`src/rtl/booth_seq_divider.sv`:
```
// ============================================================================
//  Module      : booth_seq_divider
//  Description : Sequential signed non-restoring divider, one quotient bit
//                per cycle, with a start/busy/done handshake.
//  Revision    : 1.0  initial release
// ============================================================================
`default_nettype none

module booth_seq_divider #(
    parameter int WIDTH = 32
) (
    input  logic             clk,
    input  logic             resetN,
    input  logic             start,
    input  logic [WIDTH-1:0] Dividend,
    input  logic [WIDTH-1:0] Divisor,
    output logic             busy,
    output logic             done,
    output logic [WIDTH-1:0] Quotient,
    output logic [WIDTH-1:0] Remainder,
    output logic             divByZero
);

    localparam int                 c_CNT_W    = $clog2(WIDTH);
    localparam logic [c_CNT_W-1:0] c_CNT_INIT = c_CNT_W'(WIDTH - 1);

    typedef enum logic [1:0] {
        S_IDLE   = 2'd0,
        S_DIVIDE = 2'd1,
        S_FIX    = 2'd2,
        S_DONE   = 2'd3
    } state_t;

    state_t             r_state;
    logic [c_CNT_W-1:0] r_cnt;
    logic [WIDTH:0]     r_p;
    logic [WIDTH:0]     r_vmag;
    logic [WIDTH-1:0]   r_q;
    logic [WIDTH-1:0]   r_dvd;
    logic               r_sign_d;
    logic               r_sign_q;
    logic               r_zero;
    logic [WIDTH-1:0]   r_quot_res;
    logic [WIDTH-1:0]   r_rem_res;

    logic [WIDTH-1:0]   w_dvd_mag;
    logic [WIDTH:0]     w_dvs_ext;
    logic [WIDTH:0]     w_dvs_mag;
    logic [WIDTH:0]     w_p_shift;
    logic [WIDTH:0]     w_p_step;
    logic [WIDTH:0]     w_p_fix;
    logic [WIDTH-1:0]   w_q_res;
    logic [WIDTH-1:0]   w_r_res;

    // The dividend magnitude is kept as an unsigned WIDTH-bit value, which
    // represents 2^(WIDTH-1) exactly; the divisor needs the extra bit because
    // it takes part in signed (WIDTH+1)-bit arithmetic with the remainder.
    always_comb begin
        w_dvd_mag = Dividend[WIDTH-1] ? (~Dividend + 1'b1) : Dividend;
        w_dvs_ext = {Divisor[WIDTH-1], Divisor};
        w_dvs_mag = Divisor[WIDTH-1] ? (~w_dvs_ext + 1'b1) : w_dvs_ext;
        w_p_shift = {r_p[WIDTH-1:0], r_q[WIDTH-1]};
        w_p_step  = r_p[WIDTH] ? (w_p_shift + r_vmag) : (w_p_shift - r_vmag);
        w_p_fix   = r_p[WIDTH] ? (r_p + r_vmag) : r_p;
        w_q_res   = r_sign_q ? (~r_q + 1'b1) : r_q;
        w_r_res   = r_sign_d ? (~w_p_fix[WIDTH-1:0] + 1'b1) : w_p_fix[WIDTH-1:0];
    end

    always_ff @(posedge clk) begin
        if (!resetN) begin
            r_state    <= S_IDLE;
            r_cnt      <= '0;
            r_p        <= '0;
            r_vmag     <= '0;
            r_q        <= '0;
            r_dvd      <= '0;
            r_sign_d   <= 1'b0;
            r_sign_q   <= 1'b0;
            r_zero     <= 1'b0;
            r_quot_res <= '0;
            r_rem_res  <= '0;
            busy       <= 1'b0;
            done       <= 1'b0;
            Quotient   <= '0;
            Remainder  <= '0;
            divByZero  <= 1'b0;
        end else begin
            done <= 1'b0;
            case (r_state)
                S_IDLE: begin
                    if (start) begin
                        r_q       <= w_dvd_mag;
                        r_vmag    <= w_dvs_mag;
                        r_dvd     <= Dividend;
                        r_sign_d  <= Dividend[WIDTH-1];
                        r_sign_q  <= Dividend[WIDTH-1] ^ Divisor[WIDTH-1];
                        r_zero    <= (Divisor == '0);
                        r_p       <= '0;
                        r_cnt     <= c_CNT_INIT;
                        busy      <= 1'b1;
                        divByZero <= 1'b0;
                        r_state   <= S_DIVIDE;
                    end
                end
                S_DIVIDE: begin
                    r_p   <= w_p_step;
                    r_q   <= {r_q[WIDTH-2:0], ~w_p_step[WIDTH]};
                    r_cnt <= r_cnt - 1'b1;
                    if (r_cnt == '0) begin
                        r_state <= S_FIX;
                    end
                end
                S_FIX: begin
                    r_p <= w_p_fix;
                    // With a zero divisor every step subtracts nothing, so the
                    // raw quotient is all ones; the result is forced instead.
                    if (r_zero) begin
                        r_quot_res <= '1;
                        r_rem_res  <= r_dvd;
                    end else begin
                        r_quot_res <= w_q_res;
                        r_rem_res  <= w_r_res;
                    end
                    r_state <= S_DONE;
                end
                S_DONE: begin
                    done      <= 1'b1;
                    busy      <= 1'b0;
                    Quotient  <= r_quot_res;
                    Remainder <= r_rem_res;
                    divByZero <= r_zero;
                    r_state   <= S_IDLE;
                end
                default: begin
                    r_state <= S_IDLE;
                end
            endcase
        end
    end

endmodule

`default_nettype wire

```
`config.mk`:
```
export PLATFORM = sky130hd
export DESIGN_NAME = booth_seq_divider
export DESIGN_NICKNAME = d
export VERILOG_FILES = /design/src/rtl/booth_seq_divider.sv
export SDC_FILE = /design/constraint.sdc
export NUM_CORES = 1
export LEC_CHECK = 0
export BUFFER_PORTS_ARGS = -buffer_cell sky130_fd_sc_hd__clkbuf_2
export CAP_MARGIN = 20
export CORE_ASPECT_RATIO = 0.7
export CORE_MARGIN = 5
export CORE_UTILIZATION = 50
export DETAILED_ROUTE_END_ITERATION = 7
export GPL_ROUTABILITY_DRIVEN = 0
export PLACE_DENSITY = 0.66
export SLEW_MARGIN = 15
export SYNTH_ARGS = -nofsm -noshare
export SYNTH_HDL_FRONTEND = slang
export SYNTH_SLANG_ARGS = --single-unit
```
`constraint.sdc`:
```
create_clock -name clk -period 14 [get_ports clk]
set_clock_uncertainty 0.2 [all_clocks]
set_input_delay 3.5 -clock clk [delete_from_list [all_inputs] [get_ports clk]]
set_output_delay 3.5 -clock clk [all_outputs]
set_load 0.05 [all_outputs]
```
======== Word-level counts from Yosys, hierarchy flattened ========
Cells that the tools add are included.
storage, ports and cells
  word-level logic and storage cells ...... 68
  output and inout port bits .............. 67
  bits of input ports ..................... 67
  flip-flop bits (word level) ............. 271
cells by class
  $add $sub $neg .......................... 8
  equal/unequal tests ..................... 5
  reductions and logical operators ........ 11
  bitwise operators ....................... 6
  multiplexer cells ....................... 22
operators by type and width
  operator                 count
  $mux W32                 6
  $mux W33                 4
  $pmux W33 S3             1
  $add A32 B1 Y32 const B  3
  $not A32 Y32             3
  $add A33 B33 Y33         2
  $pmux W32 S2             1
  $add A33 B1 Y33 const B  1
  $not A33 Y33             1
  $sub A33 B33 Y33         1
  $logic_not A32 Y1        1
  $pmux W5 S2              1
  $reduce_and A2 Y1        5
  $pmux W2 S4              1
  $logic_not A5 Y1         1
  $mux W5                  1
  $sub A5 B1 Y5 const B    1
  $eq A2 B2 Y1 const B     2
  $mux W2                  2
  $ne A2 B2 Y1 const B     2
  $pmux W1 S2              2
  $reduce_bool A2 Y1       2
  $mux W1                  3
  $reduce_bool A3 Y1       1
  4 further kinds          4

======== Logic depth before layout (Yosys ltp) ========
Gate-level depths: netlist of run 1.
  word-level depth ........................ 6
  depth in mapped cells ................... 21
  depth with buffers taken out ............ 20

======== Worst setup path before layout of run 1 ========
OpenSTA, ideal clock, no wires.
  path kind ............................... input port to flip-flop
  from .................................... input Dividend[0]
  to ...................................... register r_q[29]
  setup time .............................. 70 ps
  stages .................................. 11
  path slack .............................. 7528 ps
  buffers on the path ..................... 0
  data required time ...................... 13730 ps
  arrival ................................. 6202 ps
  cell sequence ........................... or2_2 or4_1 or3_1 nand2b_1 or3_1 or3_1 o31ai_1 xor2_1 o21ai_1 nand2_1 a21boi_1
on the way
  cells in the longest elaborated chain, start to end .. 5
RTL lines
  element               line  RTL
  start, declared       15    input logic [WIDTH-1:0] Dividend,
  $not A32 Y32          59    w_dvd_mag = Dividend[WIDTH-1] ? (~Dividend + 1'b1) : Dividend;
  $add A32 B1 Y32       59
  $mux W32              59
  $mux W32              91    if (start) begin
  $pmux W32 S2          89    case (r_state)
  end signal, assigned  92    r_q <= w_dvd_mag;
  end signal, assigned  107   r_q <= {r_q[WIDTH-2:0], ~w_p_step[WIDTH]};
  end, declared         38    logic [WIDTH-1:0] r_q;
No other way between the ends. The select of a mux whose other input is x is not followed.
A chain may end at the register's enable or synchronous reset.

======== Worst setup path in the final report of run 1 ========
Same ends and word-level chain as after synthesis.

==> results of run 1 <==
==> kinds of logic (layout without fill, tap and decap cells) <==
logic type	Yosys count	count (layout)	synth area share, %
XOR/XNOR	191	191	9.41
AO/OA/AOI/OAI	670	670	25.4
AND/OR/NAND/NOR	733	733	20.1
flip-flops	270	270	30.4
buffers and inverters	186	250	4.05
multiplexers	91	91	5.21
adder cells (fa/ha/maj)	77	77	5.50
==> power groups by stage <==
| stage | combinational (uW) | clock (uW) | sequential, uW |
|---|---|---|---|
| global placement | 1900 | 0 | 1150 |
| detailed placement | 1940 | 0 | 1160 |
| finish | 1990 | 813 | 1150 |
| floorplan | 1470 | 0 | 1080 |
| global route | 2190 | 858 | 1170 |
| CTS | 1950 | 824 | 1140 |
==> layout by cell type (no fill, tap or decap), types with 36 or more instances in the layout <==
master,instances
nor2b_1,87
dfxtp_1,269
o211a_1,45
nand2_1,341
nor2_1,84
a21o_1,36
mux2i_1,82
ha_1,72
clkbuf_2,132
inv_1,50
o21ai_0,173
xor2_1,121
a21oi_1,135
a21boi_0,70
o31ai_1,40
xnor2_1,70
==> worst register-to-register path, stage by stage, from the launching register on <==
cell and delay [ps]:
dfxtp_1 450, nor3_1 360, nand2b_1 110, nor4_1 210, buf_4 220, nand2_1 120
or4b_2 660, nor2_1 230, a21oi_1 120, xnor2_1 180, ha_1 370, and3_1 240
nand2_1 70, nor3_1 170, inv_1 80, o211a_1 250, o211ai_1 290, a211oi_1 170
nor2b_1 230, nor4_1 90, nor4_1 610, o21a_1 180
==> routing by layer <==
| layer | part of all wire (%) | GRT usage (%) | vias to the layer above |
|---|---|---|---|
| li1 | - | - | 7999 |
| met4 | 1.9 | 4.79 | 0 |
| met3 | 9.1 | 5.12 | 77 |
| met1 | 49 | 41.9 | 7926 |
| met5 | 0 | 0 | - |
| met2 | 40 | 37.2 | 685 |
==> sequential cells by signal, summed over array words and instances (netlist names) <==
signal	flops
r_p	33
r_vmag	33
Quotient	32
Remainder	32
r_dvd	32
r_q	32
r_quot_res	32
r_rem_res	32
r_cnt	5
r_state	2
busy	1
divByZero	1
done	1
r_sign_q	1
r_zero	1
==> how the worst max path moves through the flow <==
stage	startpoint	end	slack, ps	depth (start not counted)
2_1_floorplan	Dividend[0]	r_q[29]$_SDFFE_PN0P_	7530	11
3_3_place_gp	Dividend[0]	r_q[29]$_SDFFE_PN0P_	7100	12
3_5_place_dp	Dividend[0]	r_q[29]$_SDFFE_PN0P_	7050	12
4_1_cts	Dividend[0]	r_q[29]$_SDFFE_PN0P_	7650	12
5_1_grt	Dividend[0]	r_q[29]$_SDFFE_PN0P_	7450	12
6_report	Dividend[0]	r_q[29]$_SDFFE_PN0P_	7600	12
==> layout make-up <==
type / count / area [sq um]
Multi-Input combinational cell: 1762 / 11700
Inverter: 50 / 188
Fill cell: 3157 / 15200
Sequential cell: 270 / 5410
Timing Repair Buffer: 149 / 792
Tap cell: 472 / 591
Clock inverter: 12 / 158
Clock buffer: 39 / 853
==> per-stage QoR <==
| stage | setup WS (ps) | hold WS (ps) |
|---|---|---|
| floorplan | 7530 | 243 |
| global placement | 7100 | 258 |
| detailed placement | 7050 | 260 |
| CTS | 7650 | 268 |
| global route | 7450 | 289 |
| finish | 7600 | 268 |
==> metrics.md, run 1 <==
| Metric | Value |
|---|---|
| DR WL/cell | `20.0 um` |
| Pins Over Slew Limit | `0` |
| Clk pwr share | `20.5%` |
| Sequential element share of the synthesized area | `30.4%` |
| Endpoints failing setup | `0` |
| Switching share of total power | `45.5%` |
| Post-synth top flop | `dfxtp_1` |
| Worst hold endpoint | `r_dvd[7]$_SDFFE_PN0P_` |
| Internal power | `2160 uW` |
| Number of global-route vias before repair | `15,200` |
| Synth area leaders | `dfxtp_1 (30%), nand2_1 (7.2%), xor2_1 (6.0%)` |
| Sequential share of power | `29.1%` |
| Pin count of the biggest net entering global routing | `125` |
| TNS Setup | `0 ps` |
| Yosys cell types | `93` |
| Mapped Area | `17,800 sq um` |
| I/O pin total | `134` |
| Fraction of registers with async set/reset | `0%` |
| Max-slew headroom | `31.6%` |
| CP max stage cell | `or3_1` |
| Share of cells above drive strength 1 | `11.1%` |
| Worst IR Drop VDD | `0.000148 V` |
| Die width | `235 um` |
| Row count | `57` |
| Ys Warns | `0` |
| Post-synth EDFFs | `0` |
| Post-cts resize count | `0` |
| Critical setup path kind | `in -> reg` |
| Max Cap Viol | `0` |
| Status | `finished clean` |
| Fin area | `19,700 sq um` |
| CTS Sinks | `270` |
| Min-delay src | `r_dvd[7]$_SDFFE_PN0P_` |
| Root buffer selected by CTS | `clkbuf_16` |
| Logic pwr share | `50.4%` |
| Fin crit share | `45.7%` |
| Critical Path AT | `6690 ps` |
| R2r endpoint | `r_q[0]$_SDFFE_PN0P_` |
| Final core utilization | `56.5%` |
| Nets@finish | `2,405` |
| Min cycle time layout | `6400 ps` |
| Number of cells on the worst reg-to-reg path | `21` |
| Most common cell in the synthesized netlist | `nand2_1` |
| Cell family with most CP delay | `simple AND/OR/NAND/NOR gates` |
| Vias per cell | `6.06` |
| Clock buffer depth | `3` |
| CP max stage delay | `470 ps` |
| Initial core utilization | `51.0%` |
| Reg2reg start | `r_vmag[0]$_SDFFE_PN0P_` |
| P&R area growth vs syn | `10.8%` |
| Power consumption | `3960 uW` |
| First DRT Iteration DRCs | `1,681` |
| First-pass GRT wire length | `86.5 mm` |
| CTS tree | `built` |
| Worst Path Max Fanout | `5` |
| Pwr/cell area | `201 nW/um^2` |
| R2r setup slk | `8330 ps` |
| Total GRT Usage | `26.5%` |
| Cell taking the most area after synthesis | `dfxtp_1` |
| CP dominant cell by count | `or3_1` |
| Placed cell area | `18,700 sq um` |
| PortBufs | `133` |
| CTS H-Tree Depth | `1` |
| Max Clock Freq | `0.156 GHz` |
| CTS Buf Count | `28` |
| Pre-antenna DRT Iters | `5` |
| Sw power | `1800 uW` |
| Worst Setup Start Kind | `input port` |
| Hold crit path type | `reg -> reg` |
| Synth cell count leaders | `nand2_1 (341), dfxtp_1 (270), o21ai_0 (173)` |
| Buf+Inv Stages, Crit Path | `1` |
| Crit path cell chain | `clkbuf_2 > or2_2 > or4_1 > or3_1 > nand2b_1 > or3_1 > or3_1 > o31ai_1 > xor2_1 > o21ai_1 > nand2_1 > a21boi_1` |
| Worst-Margin Slew | `1030 ps` |
| Later-pin clock latency in the skew report | `560 ps` |
| Final wirelength | `55.1 mm` |
| Area share of the largest cell type after synthesis | `30.4%` |
| Core area | `34,900 sq um` |
| Clock-pin slew on the worst setup and hold paths | `70 ps` |
| DR DRC count | `0` |
| Syn Area/Cell | `8.02 sq um` |
| Req. time, crit path | `14,290 ps` |
| Non-Filler Instances | `2,754` |
| Ant. Diodes | `0` |
| Crit path capture type | `flip-flop` |
| Post-CTS Setup Repair Bufs | `0` |
| Initial antenna violation count | `0` |
| RSZ-0062 raised after global routing | `no` |
| Cells after synthesis | `2,218` |
| Leak | `0.00814 uW` |
| Yosys reg bits | `270` |
| # placed instances | `2,703` |
| Routed vias | `16,700` |
| Overflow after GRT | `0` |
| Die ar. | `39,500 sq um` |
| Die H | `168 um` |
| HPWL Detailed | `40.7 mm` |
| Final hold violations | `0` |
| Remaining antenna violation count | `0` |
| Cts hold-fix bufs | `0` |
| Synth Net Count | `2,362` |
| Hold Crit Depth | `2` |
Note: power is estimated with default switching activity, not from simulation.
==> run 2, diff against run 1 <==
--- a/config.mk
+++ b/config.mk
@@ -12,7 +12,7 @@
 export CORE_UTILIZATION = 50
 export DETAILED_ROUTE_END_ITERATION = 7
 export GPL_ROUTABILITY_DRIVEN = 0
-export PLACE_DENSITY = 0.66
+export PLACE_DENSITY = 0.69
 export SLEW_MARGIN = 15
 export SYNTH_ARGS = -nofsm -noshare
 export SYNTH_HDL_FRONTEND = slang
==> constraint.sdc (replaced) <==
create_clock -name clk -period 5.1 [get_ports clk]
set_clock_uncertainty 0.2 [all_clocks]
set_input_delay 1.275 -clock clk [delete_from_list [all_inputs] [get_ports clk]]
set_output_delay 1.275 -clock clk [all_outputs]
set_load 0.05 [all_outputs]
==> metrics.md, run 2 (same netlist as run 1, synthesis figures left out) <==
| Metric | Value |
|---|---|
| Status | `finished clean` |
| PnR worst setup slack | `270 ps` |
| Total GRT Usage | `26.5%` |
| Pre-CTS WS | `73.4 ps` |
| Min cycle time layout | `4830 ps` |
| Cell family with most CP delay | `simple AND/OR/NAND/NOR gates` |
| Final core utilization | `57.0%` |
| Most common cell after layout, fill and taps aside | `nand2_1` |
| First DRT Iteration DRCs | `1,676` |
| Die H | `168 um` |
| Nets@finish | `2,425` |
| Final wirelength | `55.4 mm` |
| Worst Path Max Fanout | `5` |
| Pins Over Slew Limit | `0` |
| First-pass GRT wire length | `86.8 mm` |
| Max-slew headroom | `27.4%` |
| Worst-Margin Slew | `1090 ps` |
| Pre-antenna DRT Iters | `6` |
| Overflow after GRT | `0` |
| Logic pwr share | `51.6%` |
| Later-pin clock latency in the skew report | `580 ps` |
| Fin crit share | `94.7%` |
| Leak | `0.00823 uW` |
| Sequential share of power | `28.5%` |
| RSZ-0062 raised after global routing | `no` |
| Post-cts resize count | `0` |
| Initial antenna violation count | `1` |
| Buf+Inv Stages, Crit Path | `3` |
| CTS Sinks | `270` |
| I/O pin total | `134` |
| Core area | `34,900 sq um` |
| Endpoints failing setup | `0` |
| Root buffer selected by CTS | `clkbuf_16` |
| Remaining antenna violation count | `0` |
| Pin count of the biggest net entering global routing | `152` |
| Vias per cell | `6.09` |
| PortBufs | `133` |
| Hold crit path type | `reg -> reg` |
| Number of global-route vias before repair | `15,500` |
| Internal power | `5980 uW` |
| CP Depth | `22` |
| Post-CTS Setup Repair Bufs | `0` |
| CTS tree | `built` |
| P&R area growth vs syn | `11.7%` |
| Req. time, crit path | `5420 ps` |
| Initial core utilization | `51.0%` |
| Power consumption | `11,000 uW` |
| Clock buffer depth | `3` |
| Hold Crit Depth | `2` |
| Fillcell total | `3,137` |
| Die ar. | `39,500 sq um` |
| Critical setup path kind | `reg -> reg` |
| Share of cells above drive strength 1 | `12.1%` |
| Critical Path AT | `5150 ps` |
| Worst Setup Start Kind | `flip-flop` |
| Routed vias | `16,900` |
| Row count | `57` |
| CTS Buf Count | `28` |
| Switching share of total power | `45.7%` |
| DR WL/cell | `20.0 um` |
| Sw power | `5040 uW` |
| Most frequent cells in the layout | `nand2_1 (341), dfxtp_1 (269), o21ai_0 (173)` |
| Max Cap Viol | `0` |
| Crit path cell chain | `nor3_2 > nand2b_1 > nor4_1 > buf_4 > nand2_1 > or4b_2 > nor2_2 > a21oi_1 > xor2_1 > ha_1 > inv_1 > a21oi_1 > o21a_1 > o21ai_0 > o211a_1 > o211ai_1 > a211oi_2 > nor2b_2 > buf_4 > and3_1 > nor4_1 > o21a_1` |
| DR DRC count | `0` |
| Crit path capture type | `flip-flop` |
| Final hold violations | `0` |
| Cts hold-fix bufs | `0` |
| Largest regs | `r_p (33), r_vmag (33)` |
| Die width | `235 um` |
| CTS H-Tree Depth | `1` |
| Max Clock Freq | `0.207 GHz` |
| Clock-pin slew on the worst setup and hold paths | `60 ps` |
| Worst IR Drop VDD | `0.000329 V` |
| CP max stage delay | `650 ps` |
| Pwr/cell area | `554 nW/um^2` |
| Number of cells on the worst reg-to-reg path | `22` |
| Clk pwr share | `19.9%` |
| TNS Setup | `0 ps` |
| HPWL Detailed | `41.6 mm` |
| CP max stage cell | `or4b_2` |
## run 2: changes by cell type in the layout (fill, tap and decap cells not counted), sizes merged
cell | previous run | this run
buf | 17 | 37
clkbuf | 171 | 167
clkinv | 4 | 6
diode | 0 | 2
inv | 53 | 51
bufinv | 3 | 4
clkinvlp | 2 | 3
## run 2: path summary, 6_finish.rpt
kind	start	to	slack (ps)
setup reg to reg	r_vmag[0]$_SDFFE_PN0P_	r_q[0]$_SDFFE_PN0P_	270
hold / removal	r_dvd[14]$_SDFFE_PN0P_	r_dvd[14]$_SDFFE_PN0P_	270
hold reg to reg	r_dvd[14]$_SDFFE_PN0P_	r_dvd[14]$_SDFFE_PN0P_	270
setup / recovery	r_vmag[0]$_SDFFE_PN0P_	r_q[0]$_SDFFE_PN0P_	270
## run 2: stage by stage
step / area (sq um) / hold WS (ps) / instances
after floorplan: 17800 / 243 / 2218
after global placement: 18900 / 257 / 2723
after detailed placement: 18900 / 259 / 2723
after CTS: 19800 / 268 / 2772
after global routing: 19900 / 293 / 2772
final: 19900 / 270 / 2774
## run 2: per-layer routing
| layer | GRT usage, % | part of all wire (%) | up-vias | wire (um) |
|---|---|---|---|---|
| li1 | - | - | 8045 | - |
| met1 | 41.2 | 47 | 7973 | 25900 |
| met2 | 35.9 | 39 | 789 | 21400 |
| met3 | 7.72 | 13 | 87 | 6960 |
| met4 | 5.35 | 2.0 | 2 | 1110 |
| met5 | 0 | 0.023 | - | 13 |
## run 2: power by group through the flow
stage | Sequential (uW) | Clock [uW] | Combinational [uW]
after floorplan | 2970 | 0 | 4040
after global placement | 3130 | 0 | 5360
after detailed placement | 3150 | 0 | 5480
after CTS | 3100 | 2220 | 5520
after global routing | 3190 | 2330 | 6170
final | 3140 | 2190 | 5690
## run 2: worst register-to-register path, stage by stage (launching register included)
cell,delay [ps]
dfxtp_1,370
nor3_2,230
nand2b_1,120
nor4_1,180
buf_4,200
nand2_1,80
or4b_2,650
nor2_2,180
a21oi_1,110
xor2_1,170
ha_1,320
inv_1,110
a21oi_1,50
o21a_1,170
o21ai_0,190
o211a_1,220
o211ai_1,140
a211oi_2,320
nor2b_2,90
buf_4,140
and3_1,170
nor4_1,230
o21a_1,140
## run 2: final cells by class
type / count / area [sq um] / share of cell area, %
well taps: 472 / 591 / 2.97
repair buffers: 169 / 955 / 4.80
clock buffers: 35 / 787 / 3.96
diodes: 2 / 5.00 / 0.0252
inverters: 50 / 188 / 0.944
clock inverters: 14 / 196 / 0.989
multi-input cells: 1762 / 11700 / 59.1
flip-flops and latches: 270 / 5410 / 27.2
